--- config.mk ---
export PLATFORM = sky130hd
export DESIGN_NAME = alu_mc_flat
export DESIGN_NICKNAME = d
export VERILOG_FILES = /design/src/rtl/alu_mc_if.sv /design/src/rtl/alu_mc.sv /design/src/flat_wrapper.sv
export SDC_FILE = /design/constraint.sdc
export NUM_CORES = 1
export LEC_CHECK = 0
export BUFFER_PORTS_ARGS = -buffer_cell sky130_fd_sc_hd__buf_2
export CORE_MARGIN = 2
export CORE_UTILIZATION = 54
export DETAILED_ROUTE_END_ITERATION = 8
export GPL_TIMING_DRIVEN = 1
export PLACE_DENSITY = 0.86
export SETUP_SLACK_MARGIN = 0.1
export SKIP_CTS_REPAIR_TIMING = 1
export SLEW_MARGIN = 20
export SYNTH_ARGS = -nofsm -noshare
export SYNTH_HDL_FRONTEND = slang
export SYNTH_SLANG_ARGS = --single-unit
--- constraint.sdc ---
create_clock -name clk -period 3.7 [get_ports clk]
set_input_delay 0.37 -clock clk [delete_from_list [all_inputs] [get_ports clk]]
set_output_delay 0.37 -clock clk [all_outputs]
set_load 0.01 [all_outputs]
--- src/rtl/alu_mc_if.sv ---
// Operand/result handshake bundle for alu_mc: operands and mode in, result and flags out.
interface alu_mc_if #(
   parameter int N = 8
);
   logic         in_valid;
   logic         in_ready;
   logic [3:0]   mode;
   logic [N-1:0] in_a;
   logic [N-1:0] in_b;
   logic         out_valid;
   logic         out_ready;
   logic [N-1:0] out;
   logic [N-1:0] out_hi;
   logic         out_err;
   logic         flag_zero;
   logic         flag_carry;
   logic         flag_negative;
   logic         flag_overflow;

   modport master (
      output in_valid, mode, in_a, in_b, out_ready,
      input  in_ready, out_valid, out, out_hi, out_err,
             flag_zero, flag_carry, flag_negative, flag_overflow
   );

   modport slave (
      input  in_valid, mode, in_a, in_b, out_ready,
      output in_ready, out_valid, out, out_hi, out_err,
             flag_zero, flag_carry, flag_negative, flag_overflow
   );
endinterface

--- src/rtl/alu_mc.sv ---
// Multi-cycle ALU: single-cycle arithmetic/logic/shift ops plus an N-cycle
// shift-add multiplier, with valid/ready handshakes on both sides.
module alu_mc #(
   parameter int N = 8
) (
   input  logic     clk,
   input  logic     rst_n,
   alu_mc_if.slave  bus
);

   localparam logic [3:0] OP_ADD = 4'd0;
   localparam logic [3:0] OP_ADC = 4'd1;
   localparam logic [3:0] OP_SUB = 4'd2;
   localparam logic [3:0] OP_SBC = 4'd3;
   localparam logic [3:0] OP_INC = 4'd4;
   localparam logic [3:0] OP_DEC = 4'd5;
   localparam logic [3:0] OP_AND = 4'd6;
   localparam logic [3:0] OP_OR  = 4'd7;
   localparam logic [3:0] OP_XOR = 4'd8;
   localparam logic [3:0] OP_SHL = 4'd9;
   localparam logic [3:0] OP_SHR = 4'd10;
   localparam logic [3:0] OP_ROL = 4'd11;
   localparam logic [3:0] OP_ROR = 4'd12;
   localparam logic [3:0] OP_MUL = 4'd13;
   localparam logic [3:0] OP_CMP = 4'd14;
   localparam logic [3:0] OP_ILL = 4'd15;

   localparam logic [N-1:0] LAST = N'(N - 1);

   typedef enum logic [1:0] {S_IDLE, S_BUSY, S_DONE} state_e;

   state_e         state_q, state_d;
   logic [N-1:0]   mcand_q, mcand_d;
   logic [2*N-1:0] acc_q, acc_d;
   logic [N-1:0]   cnt_q, cnt_d;
   logic [N-1:0]   out_q, out_d;
   logic [N-1:0]   out_hi_q, out_hi_d;
   logic           err_q, err_d;
   logic           zero_q, zero_d;
   logic           carry_q, carry_d;
   logic           neg_q, neg_d;
   logic           ovf_q, ovf_d;

   logic [N-1:0]   opb;
   logic           cin;
   logic           sub;
   logic [N:0]     arith;
   logic [N-1:0]   sc_res;
   logic           sc_c;
   logic           sc_v;
   logic           sc_err;
   logic           sc_cmp;
   logic [N:0]     mul_sum;
   logic [2*N-1:0] mul_next;

   // Single-cycle datapath, evaluated straight from the bus inputs so the
   // result can be captured on the accept edge.
   always_comb begin
      opb = bus.in_b;
      cin = 1'b0;
      sub = 1'b0;
      case (bus.mode)
         OP_ADC:         cin = carry_q;
         OP_SUB, OP_CMP: sub = 1'b1;
         OP_SBC: begin
            sub = 1'b1;
            cin = carry_q;
         end
         OP_INC:         opb = N'(1);
         OP_DEC: begin
            opb = N'(1);
            sub = 1'b1;
         end
         default: ;
      endcase

      // Bit N of the subtraction is the borrow.
      if (sub)
         arith = {1'b0, bus.in_a} - {1'b0, opb} - {{N{1'b0}}, cin};
      else
         arith = {1'b0, bus.in_a} + {1'b0, opb} + {{N{1'b0}}, cin};

      sc_res = arith[N-1:0];
      sc_c   = arith[N];
      sc_v   = (sub ? (bus.in_a[N-1] != opb[N-1]) : (bus.in_a[N-1] == opb[N-1]))
               && (arith[N-1] != bus.in_a[N-1]);
      sc_err = 1'b0;
      sc_cmp = 1'b0;
      case (bus.mode)
         OP_AND: begin sc_res = bus.in_a & bus.in_b; sc_c = 1'b0; sc_v = 1'b0; end
         OP_OR:  begin sc_res = bus.in_a | bus.in_b; sc_c = 1'b0; sc_v = 1'b0; end
         OP_XOR: begin sc_res = bus.in_a ^ bus.in_b; sc_c = 1'b0; sc_v = 1'b0; end
         OP_SHL: begin sc_res = {bus.in_a[N-2:0], 1'b0};          sc_c = bus.in_a[N-1]; sc_v = 1'b0; end
         OP_SHR: begin sc_res = {1'b0, bus.in_a[N-1:1]};          sc_c = bus.in_a[0];   sc_v = 1'b0; end
         OP_ROL: begin sc_res = {bus.in_a[N-2:0], bus.in_a[N-1]}; sc_c = bus.in_a[N-1]; sc_v = 1'b0; end
         OP_ROR: begin sc_res = {bus.in_a[0], bus.in_a[N-1:1]};   sc_c = bus.in_a[0];   sc_v = 1'b0; end
         OP_CMP: sc_cmp = 1'b1;
         OP_ILL: sc_err = 1'b1;
         default: ;
      endcase
   end

   // One radix-2 step: conditionally add the multiplicand into the high half, then shift right.
   always_comb begin
      mul_sum  = {1'b0, acc_q[2*N-1:N]} + (acc_q[0] ? {1'b0, mcand_q} : '0);
      mul_next = {mul_sum, acc_q[N-1:1]};
   end

   always_comb begin
      state_d  = state_q;
      mcand_d  = mcand_q;
      acc_d    = acc_q;
      cnt_d    = cnt_q;
      out_d    = out_q;
      out_hi_d = out_hi_q;
      err_d    = err_q;
      zero_d   = zero_q;
      carry_d  = carry_q;
      neg_d    = neg_q;
      ovf_d    = ovf_q;
      case (state_q)
         S_IDLE: begin
            if (bus.in_valid) begin
               if (bus.mode == OP_MUL) begin
                  mcand_d = bus.in_a;
                  acc_d   = {{N{1'b0}}, bus.in_b};
                  cnt_d   = '0;
                  state_d = S_BUSY;
               end else begin
                  state_d  = S_DONE;
                  out_hi_d = '0;
                  if (sc_err) begin
                     out_d = '0;
                     err_d = 1'b1;
                  end else begin
                     out_d   = sc_cmp ? '0 : sc_res;
                     err_d   = 1'b0;
                     zero_d  = (sc_res == '0);
                     carry_d = sc_c;
                     neg_d   = sc_res[N-1];
                     ovf_d   = sc_v;
                  end
               end
            end
         end
         S_BUSY: begin
            acc_d = mul_next;
            cnt_d = cnt_q + N'(1);
            if (cnt_q == LAST) begin
               state_d  = S_DONE;
               out_d    = mul_next[N-1:0];
               out_hi_d = mul_next[2*N-1:N];
               err_d    = 1'b0;
               zero_d   = (mul_next == '0);
               carry_d  = (mul_next[2*N-1:N] != '0);
               neg_d    = mul_next[2*N-1];
               ovf_d    = 1'b0;
            end
         end
         S_DONE: begin
            if (bus.out_ready)
               state_d = S_IDLE;
         end
         default: state_d = S_IDLE;
      endcase
   end

   always_ff @(posedge clk) begin
      if (!rst_n) begin
         state_q  <= S_IDLE;
         mcand_q  <= '0;
         acc_q    <= '0;
         cnt_q    <= '0;
         out_q    <= '0;
         out_hi_q <= '0;
         err_q    <= 1'b0;
         zero_q   <= 1'b0;
         carry_q  <= 1'b0;
         neg_q    <= 1'b0;
         ovf_q    <= 1'b0;
      end else begin
         state_q  <= state_d;
         mcand_q  <= mcand_d;
         acc_q    <= acc_d;
         cnt_q    <= cnt_d;
         out_q    <= out_d;
         out_hi_q <= out_hi_d;
         err_q    <= err_d;
         zero_q   <= zero_d;
         carry_q  <= carry_d;
         neg_q    <= neg_d;
         ovf_q    <= ovf_d;
      end
   end

   assign bus.in_ready      = rst_n && (state_q == S_IDLE);
   assign bus.out_valid     = (state_q == S_DONE);
   assign bus.out           = out_q;
   assign bus.out_hi        = out_hi_q;
   assign bus.out_err       = err_q;
   assign bus.flag_zero     = zero_q;
   assign bus.flag_carry    = carry_q;
   assign bus.flag_negative = neg_q;
   assign bus.flag_overflow = ovf_q;

endmodule
--- src/flat_wrapper.sv ---
// flat-port wrapper written by rule: the top's interface ports become plain ports
module alu_mc_flat 
#(
   parameter int N = 8
)
  (clk, rst_n, bus_in_valid, bus_mode, bus_in_a, bus_in_b, bus_out_ready, bus_in_ready, bus_out_valid, bus_out, bus_out_hi, bus_out_err, bus_flag_zero, bus_flag_carry, bus_flag_negative, bus_flag_overflow);
  alu_mc_if #(.N(N)) bus_i ();
  input  logic clk;
  input  logic rst_n;
  input wire logic [$bits(bus_i.in_valid)-1:0] bus_in_valid;
  input wire logic [$bits(bus_i.mode)-1:0] bus_mode;
  input wire logic [$bits(bus_i.in_a)-1:0] bus_in_a;
  input wire logic [$bits(bus_i.in_b)-1:0] bus_in_b;
  input wire logic [$bits(bus_i.out_ready)-1:0] bus_out_ready;
  output wire logic [$bits(bus_i.in_ready)-1:0] bus_in_ready;
  output wire logic [$bits(bus_i.out_valid)-1:0] bus_out_valid;
  output wire logic [$bits(bus_i.out)-1:0] bus_out;
  output wire logic [$bits(bus_i.out_hi)-1:0] bus_out_hi;
  output wire logic [$bits(bus_i.out_err)-1:0] bus_out_err;
  output wire logic [$bits(bus_i.flag_zero)-1:0] bus_flag_zero;
  output wire logic [$bits(bus_i.flag_carry)-1:0] bus_flag_carry;
  output wire logic [$bits(bus_i.flag_negative)-1:0] bus_flag_negative;
  output wire logic [$bits(bus_i.flag_overflow)-1:0] bus_flag_overflow;
  assign bus_i.in_valid = bus_in_valid;
  assign bus_i.mode = bus_mode;
  assign bus_i.in_a = bus_in_a;
  assign bus_i.in_b = bus_in_b;
  assign bus_i.out_ready = bus_out_ready;
  assign bus_in_ready = bus_i.in_ready;
  assign bus_out_valid = bus_i.out_valid;
  assign bus_out = bus_i.out;
  assign bus_out_hi = bus_i.out_hi;
  assign bus_out_err = bus_i.out_err;
  assign bus_flag_zero = bus_i.flag_zero;
  assign bus_flag_carry = bus_i.flag_carry;
  assign bus_flag_negative = bus_i.flag_negative;
  assign bus_flag_overflow = bus_i.flag_overflow;
  alu_mc #(.N(N)) u_core (.clk(clk), .rst_n(rst_n), .bus(bus_i));
endmodule
Yosys cells after proc, flatten, opt, wreduce, memory -nomap -nowiden
Cells that the tools add are included.
Storage, ports and cells
  bits in registers: 55
  latch bits: 0
  memory bits (writable): 0
  bits in read-only memories: 0
  input bits: 24
  output and inout port bits: 23
  word-level logic and storage cells: 122
  memories: 0
Cells by class
  add/subtract/negate cells: 6
  $mul: 0
  div/mod/pow operators: 0
  order comparisons: 0
  eq/ne operators: 27
  shift-type cells: 0
  mux-type cells: 56
  bitwise logic cells: 3
  reductions and logical operators: 19
Operators with widths (count)
  $mux W8: 12
  $pmux W8 S7: 1
  $pmux W8 S2: 3
  $eq A4 B4 Y1 const B: 8
  $mux W16: 2
  $pmux W16 S2: 1
  $mux W1: 25
  $eq A4 B3 Y1 const B: 4
  $logic_not A16 Y1: 1
  $pmux W1 S2: 5
  $add A8 B8 Y9: 1
  $add A8 B9 Y9: 1
  $add A9 B1 Y9: 1
  $mux W9: 1
  $reduce_and A3 Y1: 3
  $sub A8 B8 Y9: 1
  $sub A9 B1 Y9: 1
  $add A8 B1 Y8 const B: 1
  $and A8 B8 Y8: 1
  $eq A4 B2 Y1 const B: 2
  $eq A8 B3 Y1 const B: 1
  $logic_not A8 Y1: 1
  $mux W2: 4
  $ne A2 B2 Y1 const B: 4
  20 further kinds: 26

Depth between registers and ports, before layout
  word-level depth: 13
  gate-level depth with buffers: 14
  gate-level depth less buffers: 13

Worst setup path before layout
No wires, ideal clock.
  path type: in2reg
  start point: in bus_mode[1]
  end point: reg u_core.zero_q (netlist: u_core.bus.flag_zero)
  setup time: 69 ps
  arrival: 3835 ps
  required time: 3631 ps
  slack: -204 ps
  stages: 14
  path through: buf_2 > buf_1 > nor3b_1 > nor2_1 > ha_1 > inv_1 > ha_1 > or4b_1 > o221a_4 > a31oi_4 > xor2_2 > a221oi_2 > or4_1 > o21ai_1
Between the ends
  word-level cells in the longest chain between the ends: 12
  elaborated cells on any way between the ends: 36
Ends and longest elaborated chain
  start, declared: line flat_wrapper.sv:11  | input wire logic [$bits(bus_i.mode)-1:0] bus_mode;
  $eq A4 B3 Y1: line alu_mc.sv:62  | case (bus.mode)
  $reduce_or A2 Y1 (no line)
  $mux W8: line alu_mc.sv:62
  $add A8 B8 Y9 or $sub A8 B8 Y9 (tied branches): line alu_mc.sv:81, alu_mc.sv:79
  $add A9 B1 Y9 or $sub A9 B1 Y9 (tied branches): line alu_mc.sv:81, alu_mc.sv:79
  $mux W9: line alu_mc.sv:78  | if (sub)
  $pmux W8 S7: line alu_mc.sv:89  | case (bus.mode)
  $logic_not A8 Y1: line alu_mc.sv:138  | zero_d = (sc_res == '0);
  $mux W1: line alu_mc.sv:132  | if (sc_err) begin
  $mux W1: line alu_mc.sv:124  | if (bus.mode == OP_MUL) begin
  $mux W1: line alu_mc.sv:123  | if (bus.in_valid) begin
  $pmux W1 S2: line alu_mc.sv:121  | case (state_q)
  end signal, assigned: line alu_mc.sv:189  | zero_q <= zero_d;
  end, declared: line alu_mc.sv:39  | logic zero_q, zero_d;
Parallel ways exist; a longest one is shown, timed or not. The select of a mux whose other input is x is not followed.
A chain may end at the register's enable or synchronous reset.

Worst setup path in the final report
  start point: in bus_mode[3]
  end point: reg u_core.zero_q (netlist: u_core.bus.flag_zero)
The elaborated chain is that of the path after synthesis.

==> run metrics <==
status=finished, final reports clean; Peak VDD IR=roughly 180 uV; Area Growth Syn to Fin=11.4%; CTS tree=built; max cap viols=0; FF+latch count, synth=between 50 and 60; nets@finish=671; clock latency on the worst-skew pair=roughly 0.31 ns; share of cells above drive strength 1=0.136; CTS max path bufs=2; GRT overflow=0; Final Setup Violations=0; vias in the first global route=about 4000; final wirelength=11500 microns; Place WS=approximately 0.075 ns; root cell of the clock tree=clkbuf_8; CP Data Arrival Time=around 3.6 ns; setup tns final=0 ns; relative slew slack=0.517; GPL Wtd Cong=a little over 0.9; Starting Density=0.559; Rows=32; clock slew at reported path FFs=0.10 ns; H-Tree Depth=2; top cell type by total area after synthesis=dfxtp_1; min-delay worst type=input port to flip-flop; Post-synth ARST share=0; crit path capture type=flip-flop; CTS buffer count=5; hold wc startpoint=bus_in_a[7]; RSZ-0062 raised after global routing=no; syn_nets=about 630; die area=between 8000 and 9000 sq um; max frequency=between 300 and 400 MHz; synthesized area per cell=roughly 7.8 sq um; largest net degree at the start of global routing=33; crit path kind=input port to flip-flop; clk_skew=0.00946 ns; Leak=approximately 2.2 nW; Tot GR Track Use=0.273; Pwr per Cell Area=approximately 310 nW/um^2; number of port buffers=46; Max FO, Critical Path=11; final worst setup slack=approximately 0.38 ns; antenna violations before repair=0; total number of yosys warnings=0; Fin. Hold Viols=0; commonest non-fill, non-tap cell in the layout=nor2_1; Worst EP required=3.95 ns; global-route wire length before repair=roughly 19000 microns; R2R Path End=u_core.bus.flag_zero; Startpoint Class=input port; Fin Hold WS=~0.42 ns; area share of the largest cell type after synthesis=0.254; WL per Instance=between 15 and 20 microns; number of flops mapped to enable cells by yosys=0; die extent in y=93.6 microns; most frequent cells in the layout=77 x nor2_1, 55 x dfxtp_1, 48 x a21oi_1, 46 x ha_1, 46 x buf_2; DP HPWL=about 9000 microns; Synth cell types=64; final antenna-violating net count=0; design area=between 4000 and 5000 sq um; placed standard-cell area=between 4000 and 5000 sq um; # DRC=0; Final Slew Violations=0; core footprint=between 7000 and 8000 sq um; Area contributors post-synth=dfxtp_1 25%, ha_1 13%, nor2_1 6.7%, a21oi_1 5.5%, inv_1 3.6%; R2R cell count=12; Iter 0 DRT Violations=340; I/O pin count=between 40 and 50; R2R setup slack=a little under 0.6 ns; Mapped Area=around 4300 sq um; worst r2r src=u_core.bus.flag_carry; n_diodes=0; Detailed Routing Iterations Pass 1=7; Post-synth top flop=dfxtp_1; Hold Path End=u_core.bus.flag_overflow; Final Cycle Share=0.897; die width=about 94 microns; fin crit period=approximately 3.3 ns; Seq/Total Area, Yosys=0.254; clock sinks=55; post-synthesis cell count=around 560; routed vias=4250; Worst Max-Slew Pin Slew=between 0.7 and 0.8 ns; Avg Vias per Cell=6.08; hold path depth=3
-- cell families after synthesis --
logic type | Yosys count | synth area share
simple gates | 202 | 0.227
compound gates | 142 | 0.220
buf+inv | 70 | 0.0620
flops | 55 | 0.254
fa+ha+maj | 51 | 0.156
xor+xnor | 22 | 0.0461
mux | 15 | 0.0355
-- flip-flops by register name (all words and copies together) (netlist names) --
name                      cells
u_core.bus.flag_zero          1
u_core.bus.flag_negative      1
u_core.cnt_q                  8
u_core.mcand_q                8
u_core.state_q                2
u_core.bus.out_err            1
u_core.bus.out                8
u_core.acc_q                 16
u_core.bus.flag_overflow      1
u_core.bus.out_hi             8
u_core.bus.flag_carry         1
-- power by group --
group / internal [mW] / switching (mW)
clock: 0.270 / 0.190
combinational: 0.175 / 0.252
sequential: 0.608 / 0.0141
-- synth_stat cells, types with 4 or more instances --
library cell and instances:
a2111oi_0 4, a211oi_1 13, a21o_1 4, a21oi_1 48, a221oi_1 9, a22oi_1 5
and2_1 10, buf_2 5, clkbuf_1 20, dfxtp_1 55, fa_1 5, ha_1 46
inv_1 42, mux2i_1 12, nand2_1 37, nand2b_1 5, nand3_1 19, nand4_1 5
nor2_1 77, nor3_1 9, nor3b_1 5, nor4_1 5, o211ai_1 5, o21ai_0 21
or3_1 8, xnor2_1 12, xor2_1 9
-- worst max-delay path: stages --
cell      delay (ns)
buf_2           0.17
nor3b_4         0.29
nor2_1          0.11
ha_1            0.35
inv_1           0.09
ha_1            0.24
or4b_1          0.52
o221a_4         0.26
a31oi_4         0.19
xor2_2          0.19
a221oi_2        0.11
or4_1           0.53
o21ai_1         0.13
-- layer usage --
metal,vias up,share of wire,global-route usage
met5,-,0,0
met1,1956,0.43,0.356
met3,36,0.078,0.0355
met2,207,0.46,0.457
met4,0,0.039,0.109
li1,2051,-,-
-- final cells by class --
class,count,area (sq um)
Clock buffer,6,72.6
Timing Repair Buffer,59,328
Fill cell,701,2930
Inverter,43,161
Tap cell,102,128
Sequential cell,55,1100
Clock inverter,2,60.1
Multi-Input combinational cell,432,2990
-- worst max-delay path by stage --
stage	startpoint	end	slack, ns	cells after the start
3_3_place_gp	bus_mode[3]	u_core.bus.flag_zero	0.13	13
6_report	bus_mode[3]	u_core.bus.flag_zero	0.38	13
2_1_floorplan	bus_mode[1]	u_core.bus.flag_zero	0.12	14
5_1_grt	bus_mode[3]	u_core.bus.flag_zero	0.19	13
3_5_place_dp	bus_mode[3]	u_core.bus.flag_zero	0.07	13
4_1_cts	bus_mode[3]	u_core.bus.flag_zero	0.38	13
-- per-stage QoR --
step	cells	util	power, mW
after floorplan	557	-	0.932
after global placement	691	0.606	1.04
final	699	0.623	1.51
after detailed placement	691	0.606	1.05
after CTS	699	0.623	1.51
after global routing	699	0.623	1.59
No activity file was read; power rests on OpenSTA's default activity.
